## config.mk

```make
export PLATFORM = sky130hd
export DESIGN_NAME = ula_controle_multiciclo
export DESIGN_NICKNAME = d
export VERILOG_FILES = /design/src/rtl/ula_controle_multiciclo.sv
export SDC_FILE = /design/constraint.sdc
export NUM_CORES = 1
export LEC_CHECK = 0
export CORE_MARGIN = 3
export CORE_UTILIZATION = 37
export CTS_CLUSTER_DIAMETER = 40
export DETAILED_ROUTE_END_ITERATION = 8
export PLACE_DENSITY = 0.82
export REMOVE_ABC_BUFFERS = 1
export SYNTH_ARGS = -nofsm -noshare
export SYNTH_HDL_FRONTEND = slang
export SYNTH_SLANG_ARGS = --single-unit
```

## constraint.sdc

```tcl
create_clock -name clk -period 2.5 [get_ports clk]
set_clock_uncertainty 0.1 [all_clocks]
set_input_delay 0.5 -clock clk [delete_from_list [all_inputs] [get_ports clk]]
set_output_delay 0.5 -clock clk [all_outputs]
set_load 0.01 [all_outputs]
```

## src/rtl/ula_controle_multiciclo.sv

```systemverilog
// Multicycle MIPS control unit: sequences one instruction over 3-5 cycles and
// drives the ULA operation code, operand selects and datapath write enables.
module ula_controle_multiciclo #(
    parameter int STATE_W = 4
) (
    input  logic               clk,
    input  logic               reset,
    input  logic [5:0]         opcode,
    input  logic [5:0]         funct,
    input  logic               zero,
    output logic [2:0]         ula_control,
    output logic               ula_src_a,
    output logic [1:0]         ula_src_b,
    output logic [1:0]         pc_src,
    output logic               pc_en,
    output logic               iord,
    output logic               mem_write,
    output logic               ir_write,
    output logic               reg_write,
    output logic               reg_dst,
    output logic               mem_to_reg,
    output logic [STATE_W-1:0] state
);

    typedef enum logic [STATE_W-1:0] {
        FETCH    = 0,
        DECODE   = 1,
        MEMADR   = 2,
        MEMREAD  = 3,
        MEMWB    = 4,
        MEMWRITE = 5,
        EXECUTE  = 6,
        ALUWB    = 7,
        BRANCH   = 8,
        ADDIEX   = 9,
        ADDIWB   = 10,
        JUMP     = 11
    } state_t;

    localparam logic [5:0] OP_LW    = 6'b100011;
    localparam logic [5:0] OP_SW    = 6'b101011;
    localparam logic [5:0] OP_RTYPE = 6'b000000;
    localparam logic [5:0] OP_BEQ   = 6'b000100;
    localparam logic [5:0] OP_ADDI  = 6'b001000;
    localparam logic [5:0] OP_J     = 6'b000010;

    state_t state_q, state_d;
    logic   pc_write, branch;
    logic   mem_write_raw, ir_write_raw, reg_write_raw;

    always_ff @(posedge clk) begin
        if (reset) state_q <= FETCH;
        else       state_q <= state_d;
    end

    always_comb begin
        state_d       = FETCH;
        ula_control   = 3'b010;
        ula_src_a     = 1'b0;
        ula_src_b     = 2'b00;
        pc_src        = 2'b00;
        iord          = 1'b0;
        mem_write_raw = 1'b0;
        ir_write_raw  = 1'b0;
        reg_write_raw = 1'b0;
        reg_dst       = 1'b0;
        mem_to_reg    = 1'b0;
        pc_write      = 1'b0;
        branch        = 1'b0;
        case (state_q)
            FETCH: begin
                ula_src_b    = 2'b01;
                ir_write_raw = 1'b1;
                pc_write     = 1'b1;
                state_d      = DECODE;
            end
            DECODE: begin
                ula_src_b = 2'b11;
                case (opcode)
                    OP_LW, OP_SW: state_d = MEMADR;
                    OP_RTYPE:     state_d = EXECUTE;
                    OP_BEQ:       state_d = BRANCH;
                    OP_ADDI:      state_d = ADDIEX;
                    OP_J:         state_d = JUMP;
                    default:      state_d = FETCH;
                endcase
            end
            MEMADR: begin
                ula_src_a = 1'b1;
                ula_src_b = 2'b10;
                if (opcode == OP_LW)      state_d = MEMREAD;
                else if (opcode == OP_SW) state_d = MEMWRITE;
            end
            MEMREAD: begin
                iord    = 1'b1;
                state_d = MEMWB;
            end
            MEMWB: begin
                mem_to_reg    = 1'b1;
                reg_write_raw = 1'b1;
            end
            MEMWRITE: begin
                iord          = 1'b1;
                mem_write_raw = 1'b1;
            end
            EXECUTE: begin
                ula_src_a = 1'b1;
                state_d   = ALUWB;
                // Unsupported funct keeps ADD on the bus and skips writeback.
                case (funct)
                    6'b100000: ula_control = 3'b010;
                    6'b100010: ula_control = 3'b110;
                    6'b100100: ula_control = 3'b000;
                    6'b100101: ula_control = 3'b001;
                    6'b101010: ula_control = 3'b111;
                    default:   state_d     = FETCH;
                endcase
            end
            ALUWB: begin
                reg_dst       = 1'b1;
                reg_write_raw = 1'b1;
            end
            BRANCH: begin
                ula_src_a   = 1'b1;
                ula_control = 3'b110;
                pc_src      = 2'b01;
                branch      = 1'b1;
            end
            ADDIEX: begin
                ula_src_a = 1'b1;
                ula_src_b = 2'b10;
                state_d   = ADDIWB;
            end
            ADDIWB: reg_write_raw = 1'b1;
            JUMP: begin
                pc_src   = 2'b10;
                pc_write = 1'b1;
            end
            default: state_d = FETCH;
        endcase
    end

    // Enables are gated by reset so the reset cycle never writes anything.
    assign mem_write = mem_write_raw & ~reset;
    assign ir_write  = ir_write_raw & ~reset;
    assign reg_write = reg_write_raw & ~reset;
    assign pc_en     = (pc_write | (branch & zero)) & ~reset;
    assign state     = state_q;

endmodule

```

-- Word level (Yosys, flattened, before mapping)
Cells that the tools add are included.
- register bits: 4
- latch bits: 0
- memory bits (writable): 0
- bits in read-only memories: 0
- input bits: 15
- output and inout bits: 19
- logic and storage cells: 56
- memories kept: 0
- add/subtract/negate cells: 0
- multiply operators: 0
- divide/modulo/power cells: 0
- magnitude comparators: 0
- equality and inequality tests: 21
- shift-type cells: 0
- mux-type cells: 18
- bitwise logic cells: 7
- reductions and logical operators: 9
- operators by type and width (operator ; count):
    equality test 6 bit (second input constant) ; 7
    case mux 4 bit (6 select lines) ; 1
    case mux 4 bit (5 select lines) ; 1
    equality test 4 x 3 -> 1 bit (second input constant) ; 4
    equality test 4 bit (second input constant) ; 4
    case mux 3 bit (4 select lines) ; 1
    2-to-1 mux 1 bit ; 9
    2-to-1 mux 3 bit ; 3
    equality test 4 x 2 -> 1 bit (second input constant) ; 2
    OR reduction 2 bit ; 4
    equality test 6 x 2 -> 1 bit (second input constant) ; 1
    equality test 6 x 3 -> 1 bit (second input constant) ; 1
    equality test 6 x 4 -> 1 bit (second input constant) ; 1
    zero test 6 bit ; 1
    case mux 2 bit (3 select lines) ; 1
    case mux 3 bit (2 select lines) ; 1
    bitwise AND 1 bit ; 5
    OR reduction 5 bit ; 1
    equality test 4 x 1 -> 1 bit (second input constant) ; 1
    zero test 4 bit ; 1
    case mux 2 bit (2 select lines) ; 1
    OR reduction 4 bit ; 1
    OR reduction 3 bit ; 1
    NOT 1 bit ; 1
    bitwise OR 1 bit ; 1

-- Logic depth before layout (Yosys ltp)
- depth after elaboration: 5
- gate-level depth with buffers: 5
- depth with buffers taken out: 4

-- Worst setup path after synthesis
Ideal clock, no wire load.
- path kind: reg-to-output
- from: register state_q[2] (netlist: state[2])
- to: output reg_write
- arrival: 1218 ps
- required time: 1900 ps
- setup slack: 682 ps
- cell stages (with the launch flop): 6
- path buffers: 1
- cells stage by stage: dfxtp_1 -> buf_2 -> nand2b_4 -> nor3_1 -> a21oi_1 -> nor2_1
- word-level cells in the longest chain between the ends: 4
- elaborated cells between the ends (all ways): 6
- those cells by class: eq/ne: 3; mux: 1; bitwise: 1; reduce/logical: 1
- ends and longest elaborated chain (element ; RTL line ; source):
    start: declaration ; 47 ; state_t state_q, state_d;
    start signal: assignment ; 53 ; else state_q <= state_d;
    equality test 4 bit or equality test 4 x 3 -> 1 bit (tied branches) ; 70 ; case (state_q)
    OR reduction 3 bit (no line) (*) ; - ;
    2-to-1 mux 1 bit (*) ; 70 ;
    bitwise AND 1 bit (*) ; 146 ; assign reg_write = reg_write_raw & ~reset;
    end: declaration ; 19 ; output logic reg_write,
Mark *: on every way between the ends. The rest lies on a longest branch, timed or not.

-- Worst setup path after layout
- from: register state_q[3] (netlist: state[3])
- to: output reg_write
Same word-level chain as after synthesis.

==> results.ini <==
[detailed_routing]
ant_nets=0
dr.pass1.iters=4
num_vias=692
via_per_inst=5.28
routed_wl_um=1640
drt-initial-drc-count=5
detail_route.wl_per_cell_um=12.5
drc=0

[min_path]
whs_path_depth=1
hold_path.class=reg -> reg

[logic_synthesis]
synth_ff_type=dfxtp_1
synth_most_common_cell=nor2_1
avgSynthCellArea_sq_um=7.13
synth_edf_count=0
ys_ff_latch=4
synth.top_cell.area_share=0.154
synthTopCellsByCount=8 x nor2_1, 7 x nor3_1
syn_inst=73
syn_area_sq_um=520
synth_seq_area_share=0.154
async_reset_ff_frac=0
synth_area_leader_cell=dfxtp_1
synth_area_leaders=dfxtp_1 15%, nor3_1 6.7%, nor2_1 5.8%
yosysWarnings=0
synth_cell_types=32

[finish]
largest_reg_flops=4
syn_to_final_growth_pct=90.1
instances_no_fill=131
final_nets=134
final_util=0.814
drive_above_1_share=0.222
diodes=0

[worst_setup_path]
arrival_ps=1800
critical_path_class=reg -> out
crit_fanout=11
r2r_cells=7
end_kind=output port
required_ps=1900
start_kind=flop

[global_route]
gr-total-overflow=0
grt_max_degree=15
grt_usage=0.183
antenna_found_initial=0
grt_pass1_wl_um=2640
grt_pass1_vias=627

[clock_tree]
insertion_delay_ps=240
h-tree-depth=1
postCtsHoldBufs=0
cts_buffer_depth=2
root_buffer=clkbuf_4
cts_tree=yes
cts.sinks=4
cts_buffers=3
path_clk_slew_ps=40

[timing]
setup_slack_ps=100
post-route-min-period_ps=2400
fin_setup_tns_ps=0
finalCritPeriodShare=0.960
slew_headroom=0.784
finalMaxSlewViolations=0
setup_viol=0
final_hold_viol_count=0
worst_pin_slew_ps=322
rsz0062_at_grt=false
fmax_mhz=417

[placement]
io_buffers=33
hpwlAfterDp_um=1240
place.gp.congestion=0.782
dp_cells=123
pre_cts_slack_ps=-149

[power_and_ir_drop]
total_power_uw=247
power_density_nw_per_um2=250
peakVddDrop_mv=0.217
leakage_uw=0.000416

[run]
maxCapViolCount=0

[floorplan]
io_pins=34
rows=12
initial_core_util=0.428
placeableCoreArea_sq_um=1220
die_width_um=43.5
die_y_um=43.5
die_area_sq_um=1890

[outcome]
outcome=completed

[per-layer routing]
metal	GRT usage	share of wire	up-vias
met2	0.342	0.49	33
met4	0.0723	0.014	0
li1	-	-	356
met5	0	0	-
met1	0.192	0.41	301
met3	0.0456	0.092	2
[cell type report]
type,count,area [sq um]
sequential,4,81.3
fill,82,226
inverter,1,3.75
multi-input combinational,63,435
timing repair buffer,46,429
tap,14,17.5
clock buffer,3,22.5
[cell families after synthesis]
logic type | synth area share
multiplexers | 0.0385
flip-flops | 0.154
buffers and inverters | 0.0529
AO/OA/AOI/OAI | 0.224
AND/OR/NAND/NOR | 0.481
XOR/XNOR | 0.0505
[final timing paths]
path | slack (ps) | startpoint | to
setup reg to reg | 750 | state[3] | state[0]
setup / recovery | 100 | state[3] | reg_write
hold reg to reg | 460 | state[2] | state[3]
hold / removal | 460 | state[2] | state[3]
[metrics by stage]
| step | hold slack [ps] | instance area (sq um) |
|---|---|---|
| global route | 501 | 990 |
| CTS | 464 | 966 |
| global placement | 557 | 905 |
| finish | 462 | 990 |
| floorplan | 479 | 497 |
| detailed placement | 551 | 905 |
[what timing repair did]
item | CTS | global route
pin swaps | 1 | 0
setup buffers | 4 | 1
resized for setup | 5 | 7
setup endpoints to repair | 3 | 4
[critical path, cell delays in order, from the launching register on]
cell and delay (ps):
dfxtp_1 390, nand2b_4 210, nor3_1 240, a21oi_1 80, nor2_1 90, clkdlybuf4s50_1 540
[power by group]
group | switching (uW) | internal, uW | total, uW
combinational | 40.4 | 56.6 | 97.0
clock | 29.0 | 53.9 | 82.8
sequential | 1.45 | 66.2 | 67.6
[layout by cell type (no fill, tap or decap), types with 3 or more instances in the layout]
master           Yosys  layout
nand2b_1             4       4
o21ai_0              4       4
dlymetal6s2s_1       0       3
nand3_1              4       4
nor3_1               7       7
nor2_1               8       8
a21oi_1              4       4
a31oi_1              3       3
buf_4                0      13
dfxtp_1              4       3
clkdlybuf4s50_1      0      28
clkbuf_4             0       3
a21o_1               3       3
Note: power is estimated with default switching activity, not from simulation.
